## src/rtl/midi_tone_io.sv

```systemverilog
// Monophonic MIDI note-on/off parser driving a square-wave tone on SPEAKER.
// Byte strobe and data are synchronised from an asynchronous source into CLK_24MHZ.
module midi_tone_io #(
  parameter bit          OMNI    = 1'b1,
  parameter logic [3:0]  CHANNEL = 4'hC,
  parameter int unsigned CLK_HZ  = 24000000
) (
  input  logic       CLK_24MHZ,
  input  logic       RST_N,
  input  logic       EXT_CLK,
  input  logic [7:0] data_pins_i,
  output logic       SPEAKER
);

  // The half-period table is fixed for a 24 MHz clock; CLK_HZ is descriptive only.
  if (CLK_HZ == 0) begin : g_clk_hz_info
  end

  logic [1:0]  ext_s_q;
  logic        ext_prev_q;
  logic [7:0]  dat_s1_q, dat_s2_q;

  logic [7:0]  status_q;
  logic        rs_q;
  logic        pend_q;
  logic [6:0]  d1_q;

  logic [6:0]  note_q;
  logic        active_q;
  logic [20:0] cnt_q;
  logic        spk_q;

  logic        strobe;
  logic [7:0]  rx;
  logic        need_one, ch_ok, complete, on_evt, off_evt;

  logic [14:0] prod;
  logic [3:0]  oct;
  logic [6:0]  oct12, rem;
  logic [10:0] base;
  logic [20:0] hp, hp_m1;

  assign strobe  = ext_s_q[1] & ~ext_prev_q;
  assign rx      = dat_s2_q;
  assign SPEAKER = spk_q;

  always_comb begin
    need_one = (status_q[7:4] == 4'hC) || (status_q[7:4] == 4'hD);
    ch_ok    = OMNI || (status_q[3:0] == CHANNEL);
    complete = strobe && !rx[7] && rs_q && (need_one || pend_q);
    on_evt   = complete && ch_ok && (status_q[7:4] == 4'h9) && (rx[6:0] != 7'd0);
    off_evt  = complete && ch_ok && active_q && (d1_q == note_q) &&
               ((status_q[7:4] == 4'h8) ||
                ((status_q[7:4] == 4'h9) && (rx[6:0] == 7'd0)));
  end

  // note/12 via multiply-by-reciprocal (171/2048), exact for 0..127
  always_comb begin
    prod  = {8'd0, note_q} * 15'd171;
    oct   = prod[14:11];
    oct12 = {oct, 3'b000} + {1'b0, oct, 2'b00};
    rem   = note_q - oct12;
    case (rem[3:0])
      4'd0:    base = 11'd1433;
      4'd1:    base = 11'd1353;
      4'd2:    base = 11'd1277;
      4'd3:    base = 11'd1205;
      4'd4:    base = 11'd1138;
      4'd5:    base = 11'd1074;
      4'd6:    base = 11'd1014;
      4'd7:    base = 11'd957;
      4'd8:    base = 11'd903;
      4'd9:    base = 11'd852;
      4'd10:   base = 11'd804;
      4'd11:   base = 11'd759;
      default: base = 11'd0;
    endcase
    hp    = {10'd0, base} << (4'd10 - oct);
    hp_m1 = hp - 21'd1;
  end

  always_ff @(posedge CLK_24MHZ or negedge RST_N) begin
    if (!RST_N) begin
      ext_s_q    <= '0;
      ext_prev_q <= 1'b0;
      dat_s1_q   <= '0;
      dat_s2_q   <= '0;
    end else begin
      ext_s_q    <= {ext_s_q[0], EXT_CLK};
      ext_prev_q <= ext_s_q[1];
      dat_s1_q   <= data_pins_i;
      dat_s2_q   <= dat_s1_q;
    end
  end

  always_ff @(posedge CLK_24MHZ or negedge RST_N) begin
    if (!RST_N) begin
      status_q <= '0;
      rs_q     <= 1'b0;
      pend_q   <= 1'b0;
      d1_q     <= '0;
    end else if (strobe) begin
      if (rx[7:3] == 5'b11111) begin
        rs_q <= rs_q;
      end else if (rx[7:4] == 4'hF) begin
        rs_q   <= 1'b0;
        pend_q <= 1'b0;
      end else if (rx[7]) begin
        status_q <= rx;
        rs_q     <= 1'b1;
        pend_q   <= 1'b0;
      end else if (rs_q) begin
        if (complete) begin
          pend_q <= 1'b0;
        end else begin
          pend_q <= 1'b1;
          d1_q   <= rx[6:0];
        end
      end
    end
  end

  always_ff @(posedge CLK_24MHZ or negedge RST_N) begin
    if (!RST_N) begin
      note_q   <= '0;
      active_q <= 1'b0;
      cnt_q    <= '0;
      spk_q    <= 1'b0;
    end else if (on_evt) begin
      note_q   <= d1_q;
      active_q <= 1'b1;
      cnt_q    <= '0;
      spk_q    <= 1'b0;
    end else if (off_evt || !active_q) begin
      active_q <= 1'b0;
      cnt_q    <= '0;
      spk_q    <= 1'b0;
    end else if (cnt_q == hp_m1) begin
      cnt_q <= '0;
      spk_q <= ~spk_q;
    end else begin
      cnt_q <= cnt_q + 21'd1;
    end
  end

endmodule

```

## config.mk

```make
export PLATFORM = sky130hd
export DESIGN_NAME = midi_tone_io
export DESIGN_NICKNAME = d
export VERILOG_FILES = /design/src/rtl/midi_tone_io.sv
export SDC_FILE = /design/constraint.sdc
export NUM_CORES = 1
export LEC_CHECK = 0
export ABC_AREA = 1
export BUFFER_PORTS_ARGS = -buffer_cell sky130_fd_sc_hd__buf_2
export CAP_MARGIN = 20
export CORE_MARGIN = 2
export CORE_UTILIZATION = 45
export CTS_CLUSTER_SIZE = 14
export DETAILED_ROUTE_END_ITERATION = 7
export GPL_TIMING_DRIVEN = 0
export PLACE_DENSITY = 0.71
export REMOVE_ABC_BUFFERS = 1
export SLEW_MARGIN = 20
export SYNTH_ARGS = -nofsm -noshare
export SYNTH_HDL_FRONTEND = slang
export SYNTH_SLANG_ARGS = --single-unit
```

## constraint.sdc

```tcl
create_clock -name CLK_24MHZ -period 10.7 [get_ports CLK_24MHZ]
set_input_delay 2.14 -clock CLK_24MHZ [delete_from_list [all_inputs] [get_ports CLK_24MHZ]]
set_output_delay 2.14 -clock CLK_24MHZ [all_outputs]
set_load 0.02 [all_outputs]
```

Yosys cells after proc, flatten, opt, wreduce, memory -nomap -nowiden

Memory sizes are Yosys's and may differ from the RTL's.
Cells that the tools add are included.

Bits in registers: 66
ROM bits: 176
Bits of input ports: 11
Word-level logic and storage cells: 74
Memories: 1

Memories:

| memory           | depth | bits a word | rd ports | clocked after Yosys merged registers in | wr ports | line | text |
|---|---|---|---|---|---|---|---|
| (name not given) | 16    | 11          | 1        | 0                                       | 0        | 63   | `case (rem[3:0])` |

Add/subtract/negate cells: 5
$mul: 1
Equal/unequal tests: 8
Shift operators: 1
Multiplexer cells: 14
Bitwise operators: 7
Reduce and logical (&&, ||, !) cells: 25

Operators with widths:

| kind                  | count |
|---|---|
| $mux 21               | 3 |
| $add 21x1->21 const B | 1 |
| $eq 21x21->1          | 1 |
| $shl 11x4->21         | 1 |
| $sub 21x1->21 const B | 1 |
| $eq 4x4->1 const B    | 5 |
| $mul 7x8->15 const B  | 1 |
| $mux 1                | 11 |
| $logic_and 1x1->1     | 9 |
| $eq 7x7->1            | 1 |
| $logic_not 7->1       | 1 |
| $reduce_bool 7->1     | 1 |
| $not 1->1             | 6 |
| $reduce_and 3->1      | 2 |
| $reduce_and 6->1      | 1 |
| $reduce_bool 3->1     | 2 |
| $eq 5x5->1 const B    | 1 |
| $add 4x4->4           | 1 |
| $logic_or 1x1->1      | 4 |
| $reduce_and 4->1      | 1 |
| $reduce_bool 2->1     | 2 |
| $sub 4x4->4           | 1 |
| $sub 4x4->4 const A   | 1 |
| $logic_not 1->1       | 2 |
| $and 1x1->1           | 1 |

Longest topological paths before layout

Depth in word-level cells: 11
Gate-level depth with buffers: 45

Worst setup path before layout

No wires, ideal clock.

Path kind: register to register
From: register note_q[4]
To: register cnt_q[2]
Setup time: 0.121 ns
Arrival: 6.123 ns
Required time: 10.579 ns
Slack: 4.456 ns
Stages on the path, launching flop included: 45
Clock period less this slack: 6.244 ns
Path through: dfrtp_1 > ha_1 > fa_1 > inv_1 > fa_1 > inv_1 > fa_1 > ha_1 > nand2_1 > nor2_4 > nand2_1 > nand2_1 > nor2_1 > nand3_1 > buf_2 > nand2_1 > ha_1 > buf_4 > (+9 left out) > nor2_1 > nand2_1 > ha_1 > xor2_1 > nand2_1 > nor2_1 > nand3_1 > nor2_1 > nand2_1 > inv_1 > nand2_1 > nor2_1 > nand2_1 > nor2_1 > nand2_1 > nand2_2 > buf_6 > nor2_2

Word-level cells in the longest chain between the ends: 10
Elaborated cells between the ends (all ways): 15

RTL lines:

| item                   | line | text |
|---|---|---|
| from (decl)            | 28   | `logic [6:0] note_q;` |
| from (signal assigned) | 130  | `note_q <= d1_q;` |
| $mul 7x8->15           | 59   | `prod = {8'd0, note_q} * 15'd171;` |
| $add 4x4->4            | 61   | `oct12 = {oct, 3'b000} + {1'b0, oct, 2'b00};` |
| $sub 4x4->4            | 62   | `rem = note_q - oct12;` |
| $mem_v2 16x11          | n/a  |  |
| $shl 11x4->21          | 78   | `hp = {10'd0, base} << (4'd10 - oct);` |
| $sub 21x1->21          | 79   | `hp_m1 = hp - 21'd1;` |
| $eq 21x21->1           | 138  | `end else if (cnt_q == hp_m1) begin` |
| $mux 21                | 138  |  |
| $mux 21 (*)            | 134  | `end else if (off_evt \|\| !active_q) begin` |
| $mux 21 (*)            | 129  | `end else if (on_evt) begin` |
| to (signal assigned)   | 142  | `cnt_q <= cnt_q + 21'd1;` |
| to (decl)              | 30   | `logic [20:0] cnt_q;` |

Every way passes the cells marked *; elsewhere a longest branch is shown, timed or not.
A chain may end at the register's enable or synchronous reset.

Worst setup path in the final report

From: register note_q[6]
To: register spk_q, in the netlist SPEAKER

Word-level cells in the longest chain between the ends: 8
Elaborated cells between the ends (all ways): 15

RTL lines:

| item                        | line | text |
|---|---|---|
| $mul 7x8->15                | 59   |  |
| $add 4x4->4                 | 61   |  |
| $sub 4x4->4                 | 62   |  |
| $mem_v2 16x11               | n/a  |  |
| $shl 11x4->21               | 78   |  |
| $sub 21x1->21               | 79   |  |
| $eq 21x21->1                | 138  |  |
| $reduce_bool 3->1 (no line) | n/a  |  |
| to (signal assigned)        | 140  | `spk_q <= ~spk_q;` |
| to (decl)                   | 31   | `logic spk_q;` |

Parallel ways exist; a longest one is shown, timed or not.

==> metrics.yaml <==
synthesis:
  synthDistinctLibCells: 34
  ys_seq_area_share_pct: 26.15
  synth-edff-count: 0
  synthArstFlopShare_pct: 100.0
  syn_area_per_cell_sq_um: 6.682
  yosysWarnings: 0
  synth.area.top_cells: "dfrtp_1 (26%), nand2_1 (17%), nand3_1 (11%)"
  synth_most_common_cell: "nand2_1"
  synth_top_area_share_pct: 26.15
  synthTopCellsByCount: "nand2_1 (273), nand3_1 (131), inv_1 (105)"
  postSynthCellCount: 888
  ys_seq_elements: 62
  synth.largest_area_cell: "dfrtp_1"
  syn_area_sq_um: 5933
  ys.flop_type: "dfrtp_1"
detailed_routing:
  vias: 5476
  ant_nets: 0
  wl_mm: 12.72
  wl_per_cell_um: 11.95
  firstDrtPassIters: 5
  remaining_drc_errors: 0
  via_per_inst: 5.142
  initialDrtViolationCount: 372
sta:
  rsz0062_at_grt: "false"
  fmax_mhz: 123.4
  slew_viol_final: 0
  worst_slew_pin_slew_ns: 0.7611
  period_share_pct: 75.76
  hold_viol: 0
  min_period_ns: 8.106
  finalSetupViolCount: 0
  whs_ns: 0.3442
  slew_headroom_pct: 49.26
  fin_setup_tns_ns: 0
  fin_skew_ns: 0.006744
clocking:
  clk_latency_ns: 0.33
  ctsHoldBuffers: 0
  post_cts_buffers: 0
  cts_buffer_depth: 2
  cts_max_level: 3
  clk_transition_reported_paths_ns: 0.05
  cts_resized: 0
  cts_tree: "built"
  clock-sinks: 62
  numCtsBuffers: 9
  ctsRootBufferMaster: "clkbuf_16"
die:
  die_y_um: 118.8
  start_util_pct: 46.64
  rows: 41
  core_area_sq_um: 12720
  io_pins: 12
  dieArea_sq_um: 14120
  die_w_um: 118.8
critical_path:
  cp.required_ns: 10.96
  end_kind: "flip-flop"
  crit_top_cell: "nand2_1"
  r2r-start: "note_q[6]"
  startpoint: "note_q[6]"
  timing.rr.end: "SPEAKER"
  r2r_cells: 42
  rrSetupSlack_ns: 2.59
  arrival_ns: 8.37
  cp-endpoint: "SPEAKER"
  cp-start-kind: "flip-flop"
  cp_slowest_cell: "ha_1"
  critPathMaxFanout: 22
  cpPeakStageDelay_ns: 0.72
  critPathKind: "flip-flop to flip-flop"
power:
  p_leak_nw: 3.395
  pwr-share-clk_pct: 14.4
  power_switching_mw: 1.022
  power_frac_seq_pct: 15.4
  peakVddDrop_mv: 0.1362
  combPwrFrac_pct: 70.2
  p_int_uw: 865.4
  p_sw_share_pct: 54.15
  pwr_density_cell_nw_per_um2: 297.6
outcome:
  outcome: "finished clean"
place:
  io_buffers: 11
  gp_congestion: 0.9147
  dp_hpwl_mm: 9.982
  dpl.cell_count: 1051
job:
  maxCapViolCount: 0
global_routing:
  antenna_found_initial: 0
  grt_max_degree: 63
  grt_pass1_wl_mm: 22.50
  grt_pass1_vias: 5075
  grt.total_usage_pct: 19.10
  overflow: 0
cells_and_area:
  area_growth_pct: 6.896
  nets: 957
  drive_gt1_share_pct: 9.295
  fin_cells: 1065
  diodes: 0
  final_util_pct: 49.85
  fillCellCount: 1337
worst_hold_path:
  min_path_type: "flip-flop to flip-flop"
-- area by class of cell --
type | count | area, sq um | area share (%)
clock inverters | 5 | 52.55 | 0.8286
multi-input cells | 699 | 3839 | 60.52
clock buffers | 9 | 225.2 | 3.551
flip-flops and latches | 62 | 1551 | 24.46
well taps | 172 | 215.2 | 3.393
repair buffers | 11 | 57.56 | 0.9075
inverters | 107 | 401.6 | 6.333
-- power groups by stage --
stage | combinational, mW | sequential [mW] | clock [mW]
after global placement | 1.29 | 0.293 | 0
after CTS | 1.31 | 0.290 | 0.281
final | 1.32 | 0.290 | 0.272
after detailed placement | 1.31 | 0.294 | 0
after global routing | 1.52 | 0.295 | 0.292
after floorplan | 1.05 | 0.288 | 0
-- worst min path at each step --
stage	start	end	slack (ns)	cells past startpoint
final	dat_s1_q[6]	dat_s2_q[6]	0.34	0
after global routing	dat_s1_q[4]	dat_s2_q[4]	0.35	0
after CTS	dat_s1_q[6]	dat_s2_q[6]	0.35	0
after detailed placement	dat_s1_q[7]	dat_s2_q[7]	0.34	0
after global placement	dat_s1_q[7]	dat_s2_q[7]	0.33	0
after floorplan	dat_s1_q[0]	dat_s2_q[0]	0.33	0
-- cells in the final DEF, fill, tap and decap left out, drive strengths merged, types with 5 or more instances in the layout --
master / instances
nand2: 293
dfrtp: 62
a21oi: 14
o21bai: 5
nor4: 5
nand3: 139
fa: 9
xor2: 25
nor3: 7
nor2: 98
nand4: 11
ha: 47
clkbuf: 9
o21ai: 33
buf: 11
inv: 107
-- state kept, by name, summed over array words and instances, names as in the netlist --
register and flops:
SPEAKER 1, active_q 1, cnt_q 21, d1_q 7
dat_s1_q 8, dat_s2_q 8, ext_prev_q 1, ext_s_q 2
note_q 7, pend_q 1, rs_q 1, status_q 4
-- per-stage QoR --
stage	power (mW)	worst slack, ns	area [sq um]
CTS	1.886	2.613	6342
global placement	1.584	2.663	6062
floorplan	1.336	3.902	5792
detailed placement	1.602	2.643	6065
finish	1.887	2.594	6342
global route	2.108	1.911	6342
-- worst max-delay path, delay by kind of cell (launching register included) --
| family | cells | cell delay, ns |
|---|---|---|
| xor+xnor | 1 | 0.14 |
| fa+ha+maj | 7 | 3.19 |
| buf+inv | 5 | 0.54 |
| flops | 1 | 0.49 |
| simple gates | 29 | 3.68 |
-- cells by family (layout without fill, tap and decap cells) --
| family | Yosys count | count (layout) | share of synthesized area (%) |
|---|---|---|---|
| AO/OA/AOI/OAI | 54 | 54 | 5.061 |
| XOR/XNOR | 28 | 28 | 4.133 |
| adder cells (fa/ha/maj) | 56 | 56 | 12.95 |
| buffers and inverters | 127 | 132 | 9.152 |
| flip-flops | 62 | 62 | 26.15 |
| AND/OR/NAND/NOR | 561 | 561 | 42.56 |
-- layer usage --
metal	track usage, %	wire [um]	vias to the layer above
met5	0	0	-
met1	26.26	6180	2511
met2	31.39	5892	108
met3	2.490	502	9
met4	5.655	148	0
li1	-	-	2848
No activity file was read; power rests on OpenSTA's default activity.
